$ cat src/rtl/dpram_sc.sv
// Single-clock simple dual-port RAM: one write port, one read port.
// Read path is combinational by default so a FIFO can fall through from dq.
module dpram_sc #(
   parameter int aw      = 3,
   parameter int dw      = 16,
   parameter bit REG_OUT = 1'b0
) (
   input  logic          ck,
   input  logic          rst,
   input  logic          rd,
   input  logic [aw-1:0] ra,
   output logic [dw-1:0] dq,
   input  logic          wr,
   input  logic [aw-1:0] wa,
   input  logic [dw-1:0] di
);

   localparam int depth = 1 << aw;

   logic [dw-1:0] mem [depth];

   // Reset clears every word and wins over a same-cycle write.
   always_ff @(posedge ck) begin
      if (rst) begin
         for (int i = 0; i < depth; i++)
            mem[i] <= '0;
      end else if (wr) begin
         mem[wa] <= di;
      end
   end

   generate
      if (REG_OUT) begin : g_reg
         logic [dw-1:0] q;

         // Samples pre-edge contents, so same-address access is read-before-write.
         always_ff @(posedge ck) begin
            if (rst)
               q <= '0;
            else if (rd)
               q <= mem[ra];
         end

         assign dq = q;
      end else begin : g_comb
         assign dq = rd ? mem[ra] : '0;
      end
   endgenerate

endmodule

$ cat config.mk
export PLATFORM = sky130hd
export DESIGN_NAME = dpram_sc
export DESIGN_NICKNAME = d
export VERILOG_FILES = /design/src/rtl/dpram_sc.sv
export SDC_FILE = /design/constraint.sdc
export NUM_CORES = 1
export LEC_CHECK = 0
export ABC_AREA = 0
export CORE_MARGIN = 1
export CORE_UTILIZATION = 40
export DETAILED_ROUTE_END_ITERATION = 6
export SLEW_MARGIN = 0
export SYNTH_ARGS = -nofsm -noshare
export SYNTH_HDL_FRONTEND = slang
export SYNTH_SLANG_ARGS = --single-unit
$ cat constraint.sdc
create_clock -name ck -period 3.4 [get_ports ck]
set_input_delay 0.34 -clock ck [delete_from_list [all_inputs] [get_ports ck]]
set_output_delay 0.34 -clock ck [all_outputs]
set_load 0.02 [all_outputs]
### Yosys cells after proc, flatten, opt, wreduce, memory -nomap -nowiden

Memory sizes are Yosys's and may differ from the RTL's.
Cells that the tools add are included.

| storage, ports and cells | value |
|---|---|
| memories kept | 1 |
| output and inout port bits | 16 |
| bits in registers | 0 |
| memory bits (writable) | 128 |

Memory list:

| name | words | width | rd ports | clocked after memory_dff | write ports | RTL line | source |
|---|---|---|---|---|---|---|---|
| mem | 8 | 16 | 1 | 0 | 8 | 20 | `logic [dw-1:0] mem [depth];` |

| operators by class | value |
|---|---|
| mux-type cells | 9 |
| reduce and logical (&&, ||, !) cells | 1 |

Operators with widths:

| cell | count |
|---|---|
| 2-to-1 mux 16 bit | 2 |
| OR reduction 16 bit | 1 |
| 2-to-1 mux 1 bit | 6 |
| 2-to-1 mux 3 bit | 1 |

### Longest topological paths before layout

Gate-level depths: netlist of run 1.

| logic depth | value |
|---|---|
| depth after elaboration | 5 |
| gate-level depth with buffers | 5 |
| mapped depth without buffers | 3 |

### Worst setup path after synthesis of run 1

OpenSTA, ideal clock, no wires.

| path | value |
|---|---|
| path kind | input to output |
| from | in ra[0] |
| to | out dq[10] |
| setup slack | 1.473 ns |
| required time | 3.060 ns |
| cell stages on the path | 5 |
| arrival | 1.587 ns |
| path through | buf_2 nand2b_1 clkbuf_1 o21ai_0 a221oi_1 |

| between the ends | value |
|---|---|
| word-level cells in the longest chain between the ends | 2 |

Ends and longest elaborated chain:

| item | RTL line | source |
|---|---|---|
| from (decl) | 11 | `input logic [aw-1:0] ra,` |
| memory (8 x 16 bit) | -- |  |
| 2-to-1 mux 16 bit | 46 | `assign dq = rd ? mem[ra] : '0;` |
| to (decl) | 12 | `output logic [dw-1:0] dq,` |

Every way passes these cells.

### Worst setup path after layout of run 1

| path | value |
|---|---|
| from | in ra[1] |
| to | out dq[5] |

The elaborated chain is that of the path after synthesis.

==> impl_metrics.toml, run 1 <==
[cts]
clkSinkCount = 128
cts_tree = "done"
holdBufCountCts = 0
cts_buffer_depth = 2
ctsResizeCount = 0
numCtsBuffers = 17
h-tree-depth = 4
path_clk_slew_ns = 0.05
cts_root_buffer = "clkbuf_16"
post_cts_buffers = 0

[route]
drt_wl_total_um = 12900
firstDrtPassIters = 6
drc = 0
drt_iter0_markers = 268
vias_per_cell = 5.17
ant_nets = 0
wire_per_inst_um = 20.0
vias = 3333

[synth]
synth-seq-area-share_pct = 64.6
syn_inst = 395
synthTopCellsByArea = "edfxtp_1 (65%), and2_1 (13%), mux4_2 (6.1%)"
yosysTopAreaCell = "edfxtp_1"
ys_types = 24
synth_common_cells = "edfxtp_1 (128), and2_1 (122)"
synth_fp_nets = 421
synth_most_common_cell = "edfxtp_1"
synth.top_cell.area_share_pct = 64.6
avgSynthCellArea_sq_um = 15.1
ys_warn_count = 0
ys_ff_latch = 128
synth-edff-count = 128
synthArstFlopShare_pct = 0
netlist_area_sq_um = 5950
synth_ff_type = "edfxtp_1"

[placed_design]
post-place-ws_ns = 0.646
gp_congestion = 0.775
dp_hpwl_um = 8140
numPortBuffers = 41

[grt]
grt_max_degree = 49
grt_pass1_vias = 3299
antenna_found_initial = 0
grt_overflow = 0
grt_pass1_wl_um = 19800
grtUsageTotal_pct = 18.4

[timing]
fin_ws_ns = 0.610
final_max_slew_viol_count = 0
setup_violations = 0
setup_tns_ns = 0
final.min_clock_period_ns = 2.79
worst_pin_slew_ns = 0.496
fin_crit_sh_pct = 82.1
relSlewSlack_pct = 67.0
fmax_mhz = 358
rsz0062_at_grt = "false"
hold_viol = 0

[critical_path]
start_kind = "input pin"
cp_max_fo = 18
endpoint_kind = "output port"
worstPathArrival_ns = 2.45
criticalPathCategory = "input pin to output port"
worstSetupEndpoint = "dq[5]"
startpoint = "ra[1]"
required_ns = 3.06

[die]
die_w_um = 124
row_count = 44
coreArea_sq_um = 14500
die-area_sq_um = 15400
initial_utilization_pct = 40.9
dieHeight_um = 124
ios = 42

[layout]
final_layout_size_suffix_gt1_share_pct = 19.5
num_antenna_cells = 0
regMostFlops = "mem"
nets = 474
largest_reg_flops = 128
reg_top3 = "mem x128"
nFillCells = 1276
synthToLayoutAreaGrowth_pct = 19.6

[power]
p_comb_share_pct = 8.7
internal-power_w = 0.00305
leakagePower_nw = 2.57
p_switching_w = 0.000830
seqPwrFrac_pct = 48.0
switching_share_pct = 21.4
powerDensity_nw_per_um2 = 545
clkPwrFrac_pct = 43.3
vdd_drop_max_v = 0.000402

[hold_path]
hold_path_class = "input pin to flip-flop"

[run_status]
status = "finished clean"

[flow_run]
maxCapViolations = 0
-- kinds of logic (layout without fill, tap and decap cells) --
group / after synthesis / after routing / synth area share [%]
simple gates: 151 / 151 / 16.6
flops: 128 / 128 / 64.6
mux: 48 / 48 / 11.8
buf+inv: 36 / 102 / 3.22
compound gates: 32 / 32 / 3.70
-- how the worst min path moves through the flow --
| stage | start | endpoint | slack, ns | cells past startpoint |
|---|---|---|---|---|
| 4_1_cts | di[9] | mem[3][9] | 0.78 | 2 |
| 2_1_floorplan | di[10] | mem[0][10] | 0.54 | 1 |
| 3_3_place_gp | di[5] | mem[5][5] | 1.19 | 2 |
| 6_report | di[5] | mem[5][5] | 0.79 | 2 |
| 3_5_place_dp | di[9] | mem[3][9] | 1.21 | 2 |
| 5_1_grt | di[5] | mem[4][5] | 0.81 | 2 |
-- routing by layer --
layer / global-route usage [%] / vias up / share of wire, %
li1: - / 1561 / -
met1: 24.7 / 1676 / 44
met2: 29.5 / 84 / 50
met3: 4.17 / 12 / 5.8
met4: 6.55 / 0 / 0.84
met5: 0 / - / 0
-- power groups by stage --
stage          Sequential (W)  Clock (W)  Combinational [W]
2_1_floorplan         0.00188          0           0.000193
3_5_place_dp          0.00189          0           0.000341
3_3_place_gp          0.00189          0           0.000338
6_report              0.00186    0.00168           0.000338
5_1_grt               0.00187    0.00176           0.000363
4_1_cts               0.00186    0.00170           0.000342
-- through the flow --
stage | hold WS [ns] | cell area, sq um | util (%) | power, W | instances
after global placement | 1.19 | 6570 | 45.2 | 0.00223 | 613
final | 0.787 | 7110 | 48.9 | 0.00388 | 645
after detailed placement | 1.21 | 6570 | 45.2 | 0.00223 | 613
after global routing | 0.811 | 7110 | 48.9 | 0.00399 | 645
after CTS | 0.783 | 7110 | 48.9 | 0.00391 | 645
after floorplan | 0.538 | 5950 | - | 0.00207 | 395
-- cell type report --
class | instances | area, sq um | share of cell area (%)
flip-flops and latches | 128 | 3840 | 54.1
multi-input cells | 231 | 1910 | 26.9
repair buffers | 54 | 528 | 7.43
clock buffers | 22 | 444 | 6.25
well taps | 184 | 230 | 3.24
clock inverters | 10 | 93.8 | 1.32
inverters | 16 | 60.1 | 0.845
-- cell usage in the layout (no fill, tap or decap), types with 2 or more instances in the layout --
cell / netlist / final
edfxtp_1: 128 / 128
and2_1: 122 / 122
clkdlybuf4s50_1: 0 / 40
clkbuf_16: 0 / 17
mux2i_1: 16 / 16
mux4_2: 16 / 16
inv_1: 16 / 16
mux2_2: 16 / 16
o21ai_0: 16 / 16
a221oi_1: 16 / 16
buf_4: 7 / 11
or2_2: 8 / 8
and2_2: 6 / 6
clkbuf_1: 7 / 5
clkinv_1: 0 / 5
nor2_1: 3 / 3
nand2b_1: 3 / 3
nor2_4: 3 / 3
clkinv_2: 0 / 3
bufinv_16: 0 / 2
buf_12: 0 / 2
-- worst max-delay path: stages --
cell and delay (ns):
clkdlybuf4s50_1 0.44, buf_12 0.18, mux4_2 0.33, inv_1 0.05, a221oi_1 0.40, clkdlybuf4s50_1 0.69
Power figures use the tool's default switching activity.
==> inputs of run 2 (changes only) <==
==> constraint.sdc (replaced) <==
create_clock -name ck -period 2.28 [get_ports ck]
set_input_delay 0.228 -clock ck [delete_from_list [all_inputs] [get_ports ck]]
set_output_delay 0.228 -clock ck [all_outputs]
set_load 0.02 [all_outputs]
==> run 2 against run 1 <==
Via count rose by 1.8%. Routed wire length is 0.66% higher. Combinational power is 51% higher. Critical path type unchanged.
==> impl_metrics.toml, run 2 (synthesized netlist as in run 1, its figures left out) <==
[run_status]
status = "finished clean"

[timing]
fin_crit_sh_pct = 91.0
setup_violations = 0
worst_pin_slew_ns = 0.467
rsz0062_at_grt = "false"
relSlewSlack_pct = 68.9
final_max_slew_viol_count = 0
fin_ws_ns = 0.206
hold_viol = 0
fmax_mhz = 482
final.min_clock_period_ns = 2.07

[route]
drc = 0
firstDrtPassIters = 5
wire_per_inst_um = 20.0
vias_per_cell = 5.21
ant_nets = 0
drt_wl_total_um = 13000
vias = 3392
drt_iter0_markers = 338

[grt]
grt_pass1_vias = 3386
met2_usage_pct = 27.2
top_usage_layer = "met2"
use_met3_pct = 3.94
grt_overflow = 0
grtUsageTotal_pct = 18.4
grt_pass1_wl_um = 20000
met1_usage_pct = 26.9
antenna_found_initial = 0
grt_max_degree = 25

[die]
initial_utilization_pct = 40.9
dieHeight_um = 124
ios = 42
coreArea_sq_um = 14500
die-area_sq_um = 15400
row_count = 44
die_w_um = 124

[layout]
final_common_cell = "edfxtp_1"
final_cell_area_sq_um = 7260
final_layout_size_suffix_gt1_share_pct = 22.3
synthToLayoutAreaGrowth_pct = 22.1
final_cell_mix = "edfxtp_1 (128), and2_1 (122), clkdlybuf4s50_1 (23), clkbuf_16 (18)"
regMostFlops = "mem"
reg_top3 = "mem x128"
num_antenna_cells = 0
largest_reg_flops = 128
regArea_sq_um = 3840
multiInputGateArea_sq_um = 1910
nFillCells = 1275
nets = 481

[critical_path]
startpoint = "ra[0]"
required_ns = 2.05
cp_max_fo = 16
endpoint_kind = "output port"
crit_slowest_cell = "clkdlybuf4s50_1"
criticalPathCategory = "input pin to output port"
start_kind = "input pin"
worstPathArrival_ns = 1.85
worstSetupEndpoint = "dq[8]"
cp_cell_sequence = "clkdlybuf4s50_1, nand2b_1, buf_12, o21ai_0, a221oi_1, clkdlybuf4s15_1"
slowest_delay_ns = 0.51

[power]
p_switching_w = 0.00129
vdd_drop_max_v = 0.000584
p_comb_share_pct = 8.6
switching_share_pct = 21.7
internal-power_w = 0.00465
clkPwrFrac_pct = 44.7
seqPwrFrac_pct = 46.7
powerDensity_nw_per_um2 = 818
leakagePower_nw = 2.70

[cts]
clkSinkCount = 128
cts_tree = "done"
path_clk_slew_ns = 0.06
cts_buffer_depth = 2
cts_root_buffer = "clkbuf_16"
h-tree-depth = 4
post_cts_buffers = 0
holdBufCountCts = 0
numCtsBuffers = 17

[placed_design]
post_dp_cell_area_sq_um = 6680
dp_hpwl_um = 8560
numPortBuffers = 41
gp_congestion = 0.810
post-place-ws_ns = -0.229

[hold_path]
hold_path_class = "input pin to flip-flop"

[flow_run]
maxCapViolations = 0
run 2: cell count changes in the layout (fill, tap and decap cells not counted), sizes merged:
cell,previous run,this run
dlymetal6s2s,0,1
clkbuf,22,19
clkinvlp,0,3
clkdlybuf4s50,40,23
dlygate4sd2,0,12
clkdlybuf4s15,0,1
buf,14,20
bufinv,2,3
dlygate4sd1,0,2
run 2: final cells by class:
cell class	instances	area share [%]
repair buffers	61	8.82
multi-input cells	231	26.3
inverters	16	0.827
clock inverters	14	2.05
well taps	184	3.17
flip-flops and latches	128	52.9
clock buffers	17	5.86
run 2: metal layers:
| metal | vias up | share of wire, % |
|---|---|---|
| li1 | 1568 | - |
| met1 | 1727 | 49 |
| met2 | 85 | 46 |
| met3 | 12 | 4.1 |
| met4 | 0 | 1.0 |
| met5 | - | 0 |
run 2: worst min-delay path by stage:
| stage | endpoint | depth (start not counted) | from |
|---|---|---|---|
| 3_5_place_dp | mem[1][9] | 2 | di[9] |
| 3_3_place_gp | mem[7][9] | 2 | di[9] |
| 2_1_floorplan | mem[0][10] | 1 | di[10] |
| 5_1_grt | mem[4][9] | 2 | di[9] |
| 6_report | mem[7][9] | 2 | di[9] |
| 4_1_cts | mem[4][9] | 2 | di[9] |
run 2: stage by stage:
stage	util [%]	setup TNS [ns]	power, W	hold slack (ns)	cells
after floorplan	-	0	0.00309	0.426	395
after global placement	46.0	-2.69	0.00334	1.09	619
after detailed placement	46.0	-2.77	0.00335	1.10	619
after CTS	49.8	0	0.00597	0.667	650
after global routing	49.9	0	0.00612	0.716	651
final	49.9	0	0.00594	0.681	651
run 2: worst max-delay path, delay by kind of cell:
family                 cells  cell delay [ns]
AND/OR/NAND/NOR            1             0.16
AO/OA/AOI/OAI              2             0.44
buffers and inverters      3             1.01
run 2: what timing repair did:
| item | in CTS | in global routing |
|---|---|---|
| setup endpoints to repair | 16 | 6 |
| gates resized for setup | 16 | 9 |
| endpoints found under the hold margin | 0 | 0 |
| cloned | 0 | 1 |
run 2: power by group through the flow:
stage	registers (W)	clock network, W	logic (W)
floorplan	0.00281	0	0.000288
global placement	0.00282	0	0.000524
detailed placement	0.00283	0	0.000528
CTS	0.00278	0.00268	0.000510
global route	0.00279	0.00278	0.000550
finish	0.00278	0.00266	0.000509
==> inputs of run 3 (changes only) <==
--- a/config.mk
+++ b/config.mk
@@ -5,10 +5,11 @@
 export SDC_FILE = /design/constraint.sdc
 export NUM_CORES = 1
 export LEC_CHECK = 0
-export ABC_AREA = 0
+export ABC_AREA = 1
 export CORE_MARGIN = 1
 export CORE_UTILIZATION = 40
 export DETAILED_ROUTE_END_ITERATION = 6
+export RECOVER_POWER = 25
 export SLEW_MARGIN = 0
 export SYNTH_ARGS = -nofsm -noshare
 export SYNTH_HDL_FRONTEND = slang
==> constraint.sdc (replaced) <==
create_clock -name ck -period 2.6 [get_ports ck]
set_input_delay 0.26 -clock ck [delete_from_list [all_inputs] [get_ports ck]]
set_output_delay 0.26 -clock ck [all_outputs]
set_load 0.02 [all_outputs]
==> run 3 against run 2 <==
Critical path depth is 2 higher. Sequential cell count is the same. Critical path type unchanged. Die area rose by 6.9%. Largest cell class unchanged.
==> impl_metrics.toml, run 3 <==
[placed_design]
dp_hpwl_um = 9480
post-place-ws_ns = 0.184
numPortBuffers = 41
post_dp_cell_area_sq_um = 7070
gp_congestion = 0.809

[synth]
synth_fp_nets = 761
synth.top_cell.area_share_pct = 60.4
ys_types = 14
syn_inst = 735
synthTopCellsByArea = "edfxtp_1 (60%), nand2_1 (10%), nor2_1 (9.6%)"
synth_most_common_cell = "nand2_1"
netlist_area_sq_um = 6360
avgSynthCellArea_sq_um = 8.65
synth-edff-count = 128
synthArstFlopShare_pct = 0
synth_ff_type = "edfxtp_1"
synth-seq-area-share_pct = 60.4
ys_ff_latch = 128
synth_common_cells = "nand2_1 (169), nor2_1 (163), inv_1 (149), edfxtp_1 (128), nand3_1 (80)"
ys_warn_count = 0
yosysTopAreaCell = "edfxtp_1"

[timing]
final_max_slew_viol_count = 0
worst_pin_slew_ns = 1.11
setup_tns_ns = 0
relSlewSlack_pct = 26.0
setup_violations = 0
hold_viol = 0
final.min_clock_period_ns = 2.41
rsz0062_at_grt = "false"
fin_crit_sh_pct = 92.6
fin_ws_ns = 0.193
fmax_mhz = 416

[layout]
final_layout_size_suffix_gt1_share_pct = 6.75
nets = 813
final_cell_area_sq_um = 7580
largest_reg_flops = 128
num_antenna_cells = 0
final_common_cell = "nand2_1"
nFillCells = 1482
final_cell_mix = "nand2_1 (169), nor2_1 (165), inv_1 (150), edfxtp_1 (128), nand3_1 (80)"
synthToLayoutAreaGrowth_pct = 19.3
regMostFlops = "mem"
reg_top3 = "mem x128"

[cts]
post_cts_buffers = 0
cts_root_buffer = "clkbuf_16"
h-tree-depth = 4
cts_tree = "done"
path_clk_slew_ns = 0.05
holdBufCountCts = 0
numCtsBuffers = 17
cts_buffer_depth = 2
clkSinkCount = 128
ctsResizeCount = 0

[grt]
grt_overflow = 0
grt_pass1_wl_um = 24800
antenna_found_initial = 0
grt_max_degree = 65
grt_pass1_vias = 4647
grtUsageTotal_pct = 20.8

[die]
die_w_um = 128
ios = 42
dieHeight_um = 128
row_count = 45
initial_utilization_pct = 41.4
coreArea_sq_um = 15400
die-area_sq_um = 16400

[route]
wire_per_inst_um = 15.5
drt_iter0_markers = 348
vias = 4823
ant_nets = 0
drt_wl_total_um = 15700
firstDrtPassIters = 5
drc = 0
vias_per_cell = 4.77

[critical_path]
required_ns = 2.34
start_kind = "input pin"
cp_max_fo = 16
endpoint_kind = "output port"
criticalPathCategory = "input pin to output port"
worstPathArrival_ns = 2.15

[hold_path]
hold_path_class = "input pin to flip-flop"

[flow_run]
maxCapViolations = 0

[power]
vdd_drop_max_v = 0.000469
powerDensity_nw_per_um2 = 684
leakagePower_nw = 3.54

[run_status]
status = "finished clean"
==> run 3: cell types whose count changed after synthesis, sizes merged, moves of 8 or more <==
| cell | change |
|---|---|
| or2 | -8 |
| o21ai | -16 |
| a221oi | -16 |
| inv | +135 |
| nand3 | +80 |
| nand2 | +177 |
| and2 | -128 |
| buf | +16 |
| nor2 | +158 |
| mux2 | -16 |
| mux2i | -16 |
| mux4 | -16 |
==> run 3: cell families (layout without fill, tap and decap cells) <==
logic type | after synthesis | in the layout | share of synthesized area, %
buf+inv | 184 | 249 | 12.4
simple gates | 423 | 423 | 27.2
flops | 128 | 128 | 60.4
==> run 3: routing by layer <==
layer | GRT usage, % | wire length, um
met4 | 6.92 | 248
met2 | 34.0 | 7570
met1 | 27.4 | 6840
met3 | 4.72 | 1010
met5 | 0 | 0
==> run 3: critical path, cell delays in order <==
cell	delay [ns]
clkdlybuf4s50_1	0.45
inv_1	0.20
buf_12	0.19
nand3_1	0.10
nand3_1	0.08
nand2_1	0.05
nor2_1	0.15
clkdlybuf4s50_1	0.66
==> run 3: area by class of cell <==
| type | instances | area (sq um) | area share, % |
|---|---|---|---|
| inverters | 151 | 567 | 7.47 |
| well taps | 211 | 264 | 3.48 |
| multi-input cells | 423 | 1720 | 22.6 |
| repair buffers | 66 | 642 | 8.46 |
| clock buffers | 18 | 429 | 5.66 |
| clock inverters | 14 | 124 | 1.63 |
| flip-flops and latches | 128 | 3840 | 50.7 |
==> run 3: worst paths after layout <==
kind | start | to | slack (ns) | cells past startpoint
max | ra[1] | dq[3] | 0.19 | 8
min | di[14] | mem[1][14] | 0.65 | 3
==> run 3: metrics by stage <==
step	power, W	hold WS (ns)	instances	utilization (%)
after detailed placement	0.00302	1.07	979	46.0
final	0.00519	0.646	1011	49.3
after global placement	0.00301	1.06	979	46.0
after global routing	0.00539	0.663	1011	49.3
after CTS	0.00523	0.637	1011	49.6
after floorplan	0.00279	0.548	735	-
==> run 3: report_power, final <==
part	total (W)	switching, W	internal, W	leakage [nW]
clock	0.00221	0.000832	0.00138	0.261
sequential	0.00243	0.0000320	0.00240	1.23
combinational	0.000543	0.000350	0.000193	2.05
total	0.00519	0.00121	0.00398	3.54
